===== src/rtl/ninja_game_pkg.sv =====
// Shared grid geometry, FSM encoding and snapshot payload for the ninja game display path.
package ninja_game_pkg;

    localparam int unsigned GRID_ROWS   = 12;
    localparam int unsigned GRID_COLS   = 8;
    localparam int unsigned ROW_W       = 4;
    localparam int unsigned COL_W       = 3;
    localparam int unsigned N_ELEV      = 3;
    localparam int unsigned N_SHUR      = 3;
    localparam int unsigned LEDGE_ROW   = 5;
    localparam int unsigned LAND_ROW_LO = 0;
    localparam int unsigned LAND_ROW_HI = 11;
    localparam int unsigned SHUR_COL    = 2;
    localparam int unsigned ELEV_COL_L  = 3;
    localparam int unsigned ELEV_COL_R  = 4;

    typedef enum logic [1:0] {
        ST_IDLE  = 2'd0,
        ST_LOAD  = 2'd1,
        ST_SHOW  = 2'd2,
        ST_BLANK = 2'd3
    } scan_state_t;

    // Coherent copy of the game coordinates held for a whole frame
    typedef struct packed {
        logic [COL_W-1:0]             ninja_x;
        logic [ROW_W-1:0]             ninja_y;
        logic [N_ELEV-1:0][ROW_W-1:0] elev_y;
        logic [N_SHUR-1:0][ROW_W-1:0] shur_y;
    } snap_t;

endpackage


===== src/rtl/ninja_matrix_scanner_if.sv =====
// Game-state inputs and LED matrix outputs of the scanner, grouped as one bundle.
interface ninja_matrix_scanner_if;
    import ninja_game_pkg::*;

    logic                 enable;
    logic                 state_valid;
    logic [COL_W-1:0]     ninja_x;
    logic [ROW_W-1:0]     ninja_y;
    logic [ROW_W-1:0]     elev1_y;
    logic [ROW_W-1:0]     elev2_y;
    logic [ROW_W-1:0]     elev3_y;
    logic [ROW_W-1:0]     shur1_y;
    logic [ROW_W-1:0]     shur2_y;
    logic [ROW_W-1:0]     shur3_y;
    logic [GRID_ROWS-1:0] row_sel;
    logic [GRID_COLS-1:0] col_data;
    logic [ROW_W-1:0]     row_idx;
    logic                 frame_start;

    modport master (
        output enable, state_valid, ninja_x, ninja_y,
               elev1_y, elev2_y, elev3_y, shur1_y, shur2_y, shur3_y,
        input  row_sel, col_data, row_idx, frame_start
    );

    modport slave (
        input  enable, state_valid, ninja_x, ninja_y,
               elev1_y, elev2_y, elev3_y, shur1_y, shur2_y, shur3_y,
        output row_sel, col_data, row_idx, frame_start
    );

endinterface


===== src/rtl/ninja_row_compose.sv =====
// Combinational pixel composer: one grid row of the snapshot to an 8-bit column mask.
module ninja_row_compose
    import ninja_game_pkg::*;
#(
    parameter bit SHOW_TERRAIN = 1'b1
) (
    input  snap_t                snap,
    input  logic [ROW_W-1:0]     row,
    input  logic                 blink_on,
    output logic [GRID_COLS-1:0] cols_c
);

    always_comb begin
        cols_c = '0;
        for (int unsigned i = 0; i < N_SHUR; i++) begin
            if (snap.shur_y[i] == row) cols_c[SHUR_COL] = 1'b1;
        end
        // Elevator is two rows tall; the lower half at row 12 falls off the grid
        for (int unsigned i = 0; i < N_ELEV; i++) begin
            if ((snap.elev_y[i] == row) ||
                ((5'(snap.elev_y[i]) + 5'd1) == 5'(row))) begin
                cols_c[ELEV_COL_L] = 1'b1;
                cols_c[ELEV_COL_R] = 1'b1;
            end
        end
        if (SHOW_TERRAIN) begin
            if (row == ROW_W'(LEDGE_ROW)) cols_c[2:0] = '1;
            if ((row == ROW_W'(LAND_ROW_LO)) || (row == ROW_W'(LAND_ROW_HI))) cols_c[7:5] = '1;
        end
        // Ninja overrides everything at its cell: lit or punched dark by blink phase
        if (snap.ninja_y == row) cols_c[snap.ninja_x] = blink_on;
    end

endmodule


===== src/rtl/ninja_matrix_scanner.sv =====
// Row-multiplexed 12x8 LED matrix scanner with per-frame snapshot of the ninja game state.
module ninja_matrix_scanner
    import ninja_game_pkg::*;
#(
    parameter int unsigned ROW_DWELL    = 1000,
    parameter int unsigned BLANK_CYCLES = 16,
    parameter int unsigned BLINK_FRAMES = 8,
    parameter bit          SHOW_TERRAIN = 1'b1
) (
    input  logic               clk_input,
    input  logic               reset,
    ninja_matrix_scanner_if.slave bus
);

    localparam int unsigned DWELL_W = (ROW_DWELL > 1) ? $clog2(ROW_DWELL) : 1;
    localparam int unsigned BLANK_W = (BLANK_CYCLES > 1) ? $clog2(BLANK_CYCLES) : 1;
    localparam int unsigned FRAME_W = $clog2(BLINK_FRAMES + 1);

    scan_state_t          state_q, state_next;
    logic [ROW_W-1:0]     row_idx_q, row_idx_next;
    logic [DWELL_W-1:0]   dwell_q, dwell_next;
    logic [BLANK_W-1:0]   blank_q, blank_next;
    logic [FRAME_W-1:0]   frame_cnt_q, frame_cnt_next;
    logic                 phase_q, phase_next;
    snap_t                snap_q, snap_next;
    logic [GRID_ROWS-1:0] row_sel_q, row_sel_next;
    logic [GRID_COLS-1:0] col_data_q, col_data_next;
    logic                 frame_start_q, frame_start_next;
    logic [GRID_COLS-1:0] cols_next_c;

    // Composed from next-cycle values so the first SHOW cycle already carries valid data
    ninja_row_compose #(
        .SHOW_TERRAIN (SHOW_TERRAIN)
    ) u_compose (
        .snap     (snap_next),
        .row      (row_idx_next),
        .blink_on (phase_next),
        .cols_c   (cols_next_c)
    );

    always_ff @(posedge clk_input or negedge reset) begin
        if (!reset) begin
            state_q       <= ST_IDLE;
            row_idx_q     <= '0;
            dwell_q       <= '0;
            blank_q       <= '0;
            frame_cnt_q   <= '0;
            phase_q       <= 1'b1;
            snap_q        <= '0;
            row_sel_q     <= '0;
            col_data_q    <= '0;
            frame_start_q <= 1'b0;
        end else begin
            state_q       <= state_next;
            row_idx_q     <= row_idx_next;
            dwell_q       <= dwell_next;
            blank_q       <= blank_next;
            frame_cnt_q   <= frame_cnt_next;
            phase_q       <= phase_next;
            snap_q        <= snap_next;
            row_sel_q     <= row_sel_next;
            col_data_q    <= col_data_next;
            frame_start_q <= frame_start_next;
        end
    end

    always_comb begin
        state_next     = state_q;
        row_idx_next   = row_idx_q;
        dwell_next     = dwell_q;
        blank_next     = blank_q;
        frame_cnt_next = frame_cnt_q;
        phase_next     = phase_q;
        snap_next      = snap_q;

        if (!bus.enable) begin
            // Dropping enable abandons the frame; snapshot and blink phase survive
            state_next     = ST_IDLE;
            row_idx_next   = '0;
            dwell_next     = '0;
            blank_next     = '0;
            frame_cnt_next = '0;
        end else begin
            unique case (state_q)
                ST_IDLE: begin
                    state_next = ST_LOAD;
                end
                ST_LOAD: begin
                    state_next   = ST_SHOW;
                    row_idx_next = '0;
                    if (bus.state_valid) begin
                        snap_next.ninja_x   = bus.ninja_x;
                        snap_next.ninja_y   = bus.ninja_y;
                        snap_next.elev_y[0] = bus.elev1_y;
                        snap_next.elev_y[1] = bus.elev2_y;
                        snap_next.elev_y[2] = bus.elev3_y;
                        snap_next.shur_y[0] = bus.shur1_y;
                        snap_next.shur_y[1] = bus.shur2_y;
                        snap_next.shur_y[2] = bus.shur3_y;
                    end
                    // Frame count already at BLINK_FRAMES means this LOAD closes a half-period
                    if (frame_cnt_q == FRAME_W'(BLINK_FRAMES)) begin
                        phase_next     = ~phase_q;
                        frame_cnt_next = FRAME_W'(1);
                    end else begin
                        frame_cnt_next = frame_cnt_q + FRAME_W'(1);
                    end
                end
                ST_SHOW: begin
                    if (dwell_q == DWELL_W'(ROW_DWELL - 1)) begin
                        state_next = ST_BLANK;
                        dwell_next = '0;
                    end else begin
                        dwell_next = dwell_q + DWELL_W'(1);
                    end
                end
                ST_BLANK: begin
                    if (blank_q == BLANK_W'(BLANK_CYCLES - 1)) begin
                        blank_next = '0;
                        if (row_idx_q == ROW_W'(GRID_ROWS - 1)) begin
                            state_next   = ST_LOAD;
                            row_idx_next = '0;
                        end else begin
                            state_next   = ST_SHOW;
                            row_idx_next = row_idx_q + ROW_W'(1);
                        end
                    end else begin
                        blank_next = blank_q + BLANK_W'(1);
                    end
                end
                default: begin
                    state_next = ST_IDLE;
                end
            endcase
        end

        row_sel_next     = (state_next == ST_SHOW) ? (GRID_ROWS'(1) << row_idx_next) : '0;
        col_data_next    = (state_next == ST_SHOW) ? cols_next_c : '0;
        frame_start_next = (state_next == ST_LOAD);
    end

    assign bus.row_sel     = row_sel_q;
    assign bus.col_data    = col_data_q;
    assign bus.row_idx     = row_idx_q;
    assign bus.frame_start = frame_start_q;

endmodule


===== src/flat_wrapper.sv =====
// flat-port wrapper written by rule: the top's interface ports become plain ports
module ninja_matrix_scanner_flat import ninja_game_pkg::*;
#(
    parameter int unsigned ROW_DWELL    = 1000,
    parameter int unsigned BLANK_CYCLES = 16,
    parameter int unsigned BLINK_FRAMES = 8,
    parameter bit          SHOW_TERRAIN = 1'b1
)
  (clk_input, reset, bus_enable, bus_state_valid, bus_ninja_x, bus_ninja_y, bus_elev1_y, bus_elev2_y, bus_elev3_y, bus_shur1_y, bus_shur2_y, bus_shur3_y, bus_row_sel, bus_col_data, bus_row_idx, bus_frame_start);
  ninja_matrix_scanner_if bus_i ();
  input  logic clk_input;
  input  logic reset;
  input wire logic [$bits(bus_i.enable)-1:0] bus_enable;
  input wire logic [$bits(bus_i.state_valid)-1:0] bus_state_valid;
  input wire logic [$bits(bus_i.ninja_x)-1:0] bus_ninja_x;
  input wire logic [$bits(bus_i.ninja_y)-1:0] bus_ninja_y;
  input wire logic [$bits(bus_i.elev1_y)-1:0] bus_elev1_y;
  input wire logic [$bits(bus_i.elev2_y)-1:0] bus_elev2_y;
  input wire logic [$bits(bus_i.elev3_y)-1:0] bus_elev3_y;
  input wire logic [$bits(bus_i.shur1_y)-1:0] bus_shur1_y;
  input wire logic [$bits(bus_i.shur2_y)-1:0] bus_shur2_y;
  input wire logic [$bits(bus_i.shur3_y)-1:0] bus_shur3_y;
  output wire logic [$bits(bus_i.row_sel)-1:0] bus_row_sel;
  output wire logic [$bits(bus_i.col_data)-1:0] bus_col_data;
  output wire logic [$bits(bus_i.row_idx)-1:0] bus_row_idx;
  output wire logic [$bits(bus_i.frame_start)-1:0] bus_frame_start;
  assign bus_i.enable = bus_enable;
  assign bus_i.state_valid = bus_state_valid;
  assign bus_i.ninja_x = bus_ninja_x;
  assign bus_i.ninja_y = bus_ninja_y;
  assign bus_i.elev1_y = bus_elev1_y;
  assign bus_i.elev2_y = bus_elev2_y;
  assign bus_i.elev3_y = bus_elev3_y;
  assign bus_i.shur1_y = bus_shur1_y;
  assign bus_i.shur2_y = bus_shur2_y;
  assign bus_i.shur3_y = bus_shur3_y;
  assign bus_row_sel = bus_i.row_sel;
  assign bus_col_data = bus_i.col_data;
  assign bus_row_idx = bus_i.row_idx;
  assign bus_frame_start = bus_i.frame_start;
  ninja_matrix_scanner #(.ROW_DWELL(ROW_DWELL), .BLANK_CYCLES(BLANK_CYCLES), .BLINK_FRAMES(BLINK_FRAMES), .SHOW_TERRAIN(SHOW_TERRAIN)) u_core (.clk_input(clk_input), .reset(reset), .bus(bus_i));
endmodule

===== config.mk =====
export PLATFORM = sky130hd
export DESIGN_NAME = ninja_matrix_scanner_flat
export DESIGN_NICKNAME = d
export VERILOG_FILES = /design/src/rtl/ninja_game_pkg.sv /design/src/rtl/ninja_matrix_scanner_if.sv /design/src/rtl/ninja_row_compose.sv /design/src/rtl/ninja_matrix_scanner.sv /design/src/flat_wrapper.sv
export SDC_FILE = /design/constraint.sdc
export NUM_CORES = 1
export LEC_CHECK = 0
export CAP_MARGIN = 20
export CORE_MARGIN = 5
export CORE_UTILIZATION = 30
export DETAILED_ROUTE_END_ITERATION = 7
export GPL_TIMING_DRIVEN = 0
export HOLD_SLACK_MARGIN = 0.02
export PLACE_DENSITY_LB_ADDON = 0.08
export REMOVE_ABC_BUFFERS = 1
export SYNTH_ARGS = -nofsm -noshare
export SYNTH_HDL_FRONTEND = slang
export SYNTH_SLANG_ARGS = --single-unit

===== constraint.sdc =====
create_clock -name clk_input -period 3.3 [get_ports clk_input]
set_input_delay 0.825 -clock clk_input [delete_from_list [all_inputs] [get_ports clk_input]]
set_output_delay 0.825 -clock clk_input [all_outputs]
set_load 0.1 [all_outputs]

==> metrics.yaml, run 1 <==
status:
  status: "complete, no violations"
critical_path:
  cp_slowest_cell: "clkdlybuf4s50_1"
  crit_start: "bus_state_valid"
  r2r_start: "u_core.blank_q[0]"
  critPathMaxFanout: 7
  r2r-end: "u_core.bus.col_data[6]"
  reg2reg_slack_ps: 230
  max_stage_delay_ps: 530
  end_kind: "flip-flop"
  worstSetupPathType: "in -> reg"
  critPathCapture: "u_core.bus.col_data[4]"
  critPathLaunchType: "primary input"
  cp_data_required_time_ps: 3500
  r2r_cells: 9
  critPathArrivalTime_ps: 3360
  worstPathCellList: "clkdlybuf4s50_1 > and4b_4 > mux2_2 > ha_1 > xnor2_1 > a2111oi_4 > a211oi_2 > a31oi_1"
logic_synthesis:
  synth-compound-area-share: 0.101
  synthCells: 424
  ys_warn_count: 0
  synthSimpleGateAreaFrac: 0.204
  synthMuxAreaShare: 0.103
  synth_most_common_cell: "dfrtp_1"
  synth_edf_count: 0
  synthArstFlopShare: 1.00
  yosys-top-cells-count: "76 x dfrtp_1, 38 x nand2_1, 27 x nor2_1"
  netlist.area_leader.share: 0.431
  ys.flop_type: "dfrtp_1"
  synth_top_family_by_area: "simple AND/OR/NAND/NOR gates"
  synth.avg_cell_area_um2: 10.4
  yosysTopAreaCell: "dfrtp_1"
  synth_fa_ha_area_frac: 0.0227
  yosysSeqAreaShare: 0.437
  synthTopCellsByArea: "dfrtp_1 43%, mux2_2 5.1%, xnor2_1 4.8%"
  ys_seq_elements: 77
  synth_cell_types: 72
  synth_area_um2: 4410
  yosys.area_share.xor_xnor: 0.0798
power:
  peakVddDrop_v: 0.000241
  power.leakage_nw: 2.31
  p_per_area_nw_per_um2: 578
timing:
  fin_crit_ps: 3170
  rsz0062_at_grt: "no"
  slew_headroom: 0.344
  worst_pin_slew_ps: 980
  setup_violations: 0
  holdWs_ps: 391
  hold_violations: 0
  finalClockSkew_ps: 6.41
  drv_slew: 0
  layout_setup_ws_ps: 135
  fmax_ghz: 0.316
  period_share: 0.959
routing:
  drt_iter0_drc: 141
  wl_met3_um: 382
  met2_length_mm: 5.36
  wl_per_cell_um: 16.6
  top_layer: "met4"
  dr_total_vias: 3280
  vias_per_cell: 4.89
  drcViolationCount: 0
  wl_met1_mm: 5.27
  firstDrtPassIters: 4
  routed_wl_mm: 11.1
  postRouteAntennaNets: 0
global_routing:
  grt_pass1_vias: 3491
  grt_max_degree: 54
  antenna_found_initial: 0
  grt.overflow.total: 0
  globalRouteTotalUtil: 0.132
  grt_pass1_wl_mm: 18.4
place:
  place_congestion: 0.779
  pre_cts_slack_ps: -1270
  io_buffers: 59
  dp.final_hpwl_mm: 8.02
die:
  die_h_um: 131
  die_area_um2: 17200
  fp.dieW_um: 131
  io_pins: 60
  rows: 44
  core-area_um2: 14500
  initial_core_util: 0.304
clock_network:
  numCtsBuffers: 9
  clkTransAtPathRegs_ps: 60
  htreeDepth: 3
  clock_tree.root_cell: "clkbuf_16"
  clockBufferDepth: 2
  cts_sinks: 77
  cts_tree: "yes"
  insertion_delay_ps: 340
job:
  cap_violations: 0
final_layout:
  final_nets: 526
  drive_above_1_share: 0.150
  final_util: 0.382
  num_antenna_cells: 0
  synthToLayoutAreaGrowth_pct: 25.3
worst_hold_path:
  min_path_type: "in -> async"
==> final cells by class <==
| class | instances | area, um^2 |
|---|---|---|
| fill | 1454 | 8950 |
| multi-input combinational | 305 | 2300 |
| sequential | 77 | 1930 |
| timing repair buffer | 66 | 663 |
| clock buffer | 11 | 253 |
| tap | 184 | 230 |
| inverter | 23 | 95.1 |
| clock inverter | 4 | 47.5 |
| timing repair inverter | 1 | 5.00 |
==> metrics by stage <==
| step | cell area (um^2) | setup TNS (ps) | cells | total power, W |
|---|---|---|---|---|
| CTS | 5460 | 0 | 667 | 0.00322 |
| finish | 5520 | 0 | 671 | 0.00320 |
| detailed placement | 5130 | -9520 | 650 | 0.00218 |
| global placement | 5090 | -137950 | 648 | 0.00215 |
| global route | 5520 | 0 | 671 | 0.00337 |
| floorplan | 4270 | 0 | 405 | 0.00191 |
==> how the worst min path moves through the flow <==
stage	start	cells after the start	slack (ps)	end
floorplan	u_core.snap_q[26]	2	460	u_core.snap_q[26]
global placement	u_core.snap_q[10]	2	480	u_core.snap_q[10]
detailed placement	u_core.snap_q[10]	2	500	u_core.snap_q[10]
CTS	reset	1	400	u_core.dwell_q[3]
global route	reset	1	410	u_core.dwell_q[1]
finish	reset	1	390	u_core.dwell_q[3]
==> cells by family (layout without fill, tap and decap cells) <==
| kind of cell | after synthesis | count (layout) |
|---|---|---|
| multiplexers | 41 | 41 |
| flip-flops | 77 | 77 |
| buffers and inverters | 42 | 105 |
| AO/OA/AOI/OAI | 64 | 64 |
| AND/OR/NAND/NOR | 158 | 158 |
| XOR/XNOR | 34 | 34 |
| adder cells (fa/ha/maj) | 8 | 8 |
==> power by group <==
group | switching [W] | internal, W | total (W)
combinational | 0.000581 | 0.000438 | 0.00102
sequential | 0.0000662 | 0.00110 | 0.00117
clock | 0.000386 | 0.000620 | 0.00101
total | 0.00103 | 0.00216 | 0.00320
==> placed cells by master, fill, tap and decap left out, drive strengths merged, types with 6 or more instances in the layout <==
cell type	instances
a21oi	14
and2	6
and3	6
buf	9
clkbuf	11
clkdlybuf4s50	57
dfrtp	76
ha	8
inv	21
mux2	21
mux2i	20
nand2	39
nand3	16
nand4	8
nor2	27
nor3	14
nor4	11
o21ai	19
or3	7
xnor2	26
xor2	6
==> state kept, by name, indices dropped and copies added, names as in the netlist <==
name	count
u_core.blank_q	4
u_core.bus.frame_start	1
u_core.bus.row_idx	4
u_core.phase_q	1
u_core.bus.row_sel	12
u_core.bus.col_data	8
u_core.frame_cnt_q	4
u_core.dwell_q	10
u_core.state_q	2
u_core.snap_q	31
==> per-layer routing <==
metal / global-route usage / up-vias
li1: - / 1633
met1: 0.169 / 1589
met2: 0.218 / 47
met3: 0.0413 / 11
met4: 0.0341 / 0
met5: 0 / -
==> timing repair <==
item	4_1_cts	5_1_grt
setup buffers	1	4
hold endpoints to repair	0	0
cloned	1	0
gates resized for setup	12	6
setup endpoints to repair	9	8
hold buffers	0	0
==> critical path: cells and delay by family <==
kind            cells  cell delay (ps)
compound gates      3              600
buf+inv             1              530
mux                 1              420
simple gates        1              400
fa+ha+maj           1              320
xor+xnor            1              260
(Power assumes the default switching activity.)
==> inputs of run 2 (changes only) <==
==> constraint.sdc (replaced) <==
create_clock -name clk_input -period 3.3 [get_ports clk_input]
set_input_delay 0.66 -clock clk_input [delete_from_list [all_inputs] [get_ports clk_input]]
set_output_delay 0.66 -clock clk_input [all_outputs]
set_load 0.1 [all_outputs]
==> run 2 against run 1 <==
  * First-iteration DRC count decreased by 20%
  * Final cell count is 0.75% lower
  * Sequential share of layout area grew 0.25 points
  * Non-clock buffer count down 5
  * Maximum frequency up 1.4%
  * Critical path depth increased by 1
  * Critical path type is now reg -> reg
  * Worst setup slack better by 45 ps
==> metrics.yaml, run 2 (same netlist as run 1, synthesis figures left out) <==
status:
  status: "complete, no violations"
critical_path:
  cp_slowest_cell: "o311ai_0"
  worstPathCellList: "ha_1 > nand3_1 > nand4_1 > and3_2 > inv_2 > o311ai_0 > a2111oi_2 > a211oi_2 > a31oi_1"
  reg2reg_slack_ps: 180
  critical_path_buf_inv_count: 1
  cp_data_required_time_ps: 3500
  end_kind: "flip-flop"
  worstSetupPathType: "reg -> reg"
  critPathLaunchType: "flip-flop"
  crit_family: "compound AO/OA/AOI/OAI gates"
  max_stage_delay_ps: 470
  critPathArrivalTime_ps: 3320
  critPathMaxFanout: 11
clock_network:
  htreeDepth: 3
  clock_tree.root_cell: "clkbuf_16"
  numCtsBuffers: 9
  post_cts_buffers: 0
  clockBufferDepth: 2
  clkTransAtPathRegs_ps: 60
  insertion_delay_ps: 340
  ctsHoldBuffers: 0
  cts_sinks: 77
  cts_tree: "yes"
timing:
  finalClockSkew_ps: 5.97
  worst_pin_slew_ps: 977
  rsz0062_at_grt: "no"
  hold_violations: 0
  fmax_ghz: 0.320
  period_share: 0.946
  layout_setup_ws_ps: 179
  holdWs_ps: 225
  setup_violations: 0
  slew_headroom: 0.347
  drv_slew: 0
  fin_crit_ps: 3120
die:
  fp.dieW_um: 131
  core-area_um2: 14500
  die_area_um2: 17200
  rows: 44
  io_pins: 60
  initial_core_util: 0.304
  die_h_um: 131
routing:
  drt_iter0_drc: 113
  firstDrtPassIters: 4
  postRouteAntennaNets: 0
  drcViolationCount: 0
  wl_per_cell_um: 16.6
  dr_total_vias: 3309
  routed_wl_mm: 11.1
  vias_per_cell: 4.97
global_routing:
  grt_pass1_vias: 3486
  grt.overflow.total: 0
  antenna_found_initial: 0
  globalRouteTotalUtil: 0.132
  grt_max_degree: 54
  grt_pass1_wl_mm: 18.4
power:
  sw_frac_of_total: 0.322
  p_seq_frac: 0.369
  p_total_w: 0.00317
  peakVddDrop_v: 0.000255
  p_sw_w: 0.00102
  p_clk_frac: 0.317
  internal-power_w: 0.00215
  power_frac_comb: 0.314
  power.leakage_nw: 2.29
  p_per_area_nw_per_um2: 579
final_layout:
  drive_above_1_share: 0.139
  regMostFlops: "u_core.snap_q"
  synthToLayoutAreaGrowth_pct: 24.4
  mostFrequentLayoutCells: "76 x dfrtp_1, 57 x clkdlybuf4s50_1, 38 x nand2_1"
  final_common_cell: "dfrtp_1"
  fin_area_um2: 5480
  largest_reg_flops: 31
  final_nets: 521
  num_antenna_cells: 0
  fill_cells: 1447
job:
  cap_violations: 0
place:
  pre_cts_slack_ps: -1100
  io_buffers: 59
  place_congestion: 0.779
  dpl_cell_area_um2: 5130
  dp.final_hpwl_mm: 8.02
worst_hold_path:
  min_path_type: "in -> async"
[run 2: cell types whose count changed in the layout (fill, tap and decap cells not counted), sizes merged]
cell / previous run / this run
clkdlybuf4s18: 0 / 1
buf: 9 / 3
[run 2: worst paths after layout]
check	startpoint	cells after the start	to
worst max-delay path	u_core.blank_q[0]	9	u_core.bus.col_data[4]
worst min-delay path	reset	1	u_core.dwell_q[3]
worst max register to register	u_core.blank_q[0]	9	u_core.bus.col_data[4]
worst min register to register	u_core.snap_q[10]	2	u_core.snap_q[10]
max in group asynchronous	reset	2	u_core.phase_q
min in group clk_input	u_core.snap_q[10]	2	u_core.snap_q[10]
[run 2: layout make-up]
cell class,count,area [um^2],area share
Multi-Input combinational cell,305,2290,0.418
Clock buffer,11,253,0.0461
Inverter,23,95.1,0.0173
Timing Repair Buffer,61,631,0.115
Clock inverter,4,47.5,0.00867
Sequential cell,77,1930,0.352
Tap cell,184,230,0.0420
Timing Repair inverter,1,5.00,0.000913
[run 2: stage by stage]
step,instances,utilization,setup TNS (ps)
4_1_cts,666,0.377,0
2_1_floorplan,405,-,0
3_5_place_dp,650,0.354,-6820
6_report,666,0.379,0
5_1_grt,666,0.379,0
3_3_place_gp,648,0.352,-119170
[run 2: layer usage]
layer | wire [um] | GRT usage
met1 | 5200 | 0.170
met3 | 406 | 0.0413
met5 | 0 | 0
met4 | 131 | 0.0341
met2 | 5350 | 0.216
[run 2: what timing repair did]
action                                  in CTS  in global routing
endpoints found under the setup margin       8                  8
cloned                                       1                  0
pin swaps                                    0                  0
gates resized for setup                      9                  6
[run 2: power groups by stage]
stage	registers (W)	clock network (W)	logic (W)
floorplan	0.00127	0	0.000643
global placement	0.00118	0	0.000967
detailed placement	0.00119	0	0.000987
CTS	0.00117	0.00105	0.000995
global route	0.00119	0.00107	0.00109
finish	0.00117	0.00101	0.000998
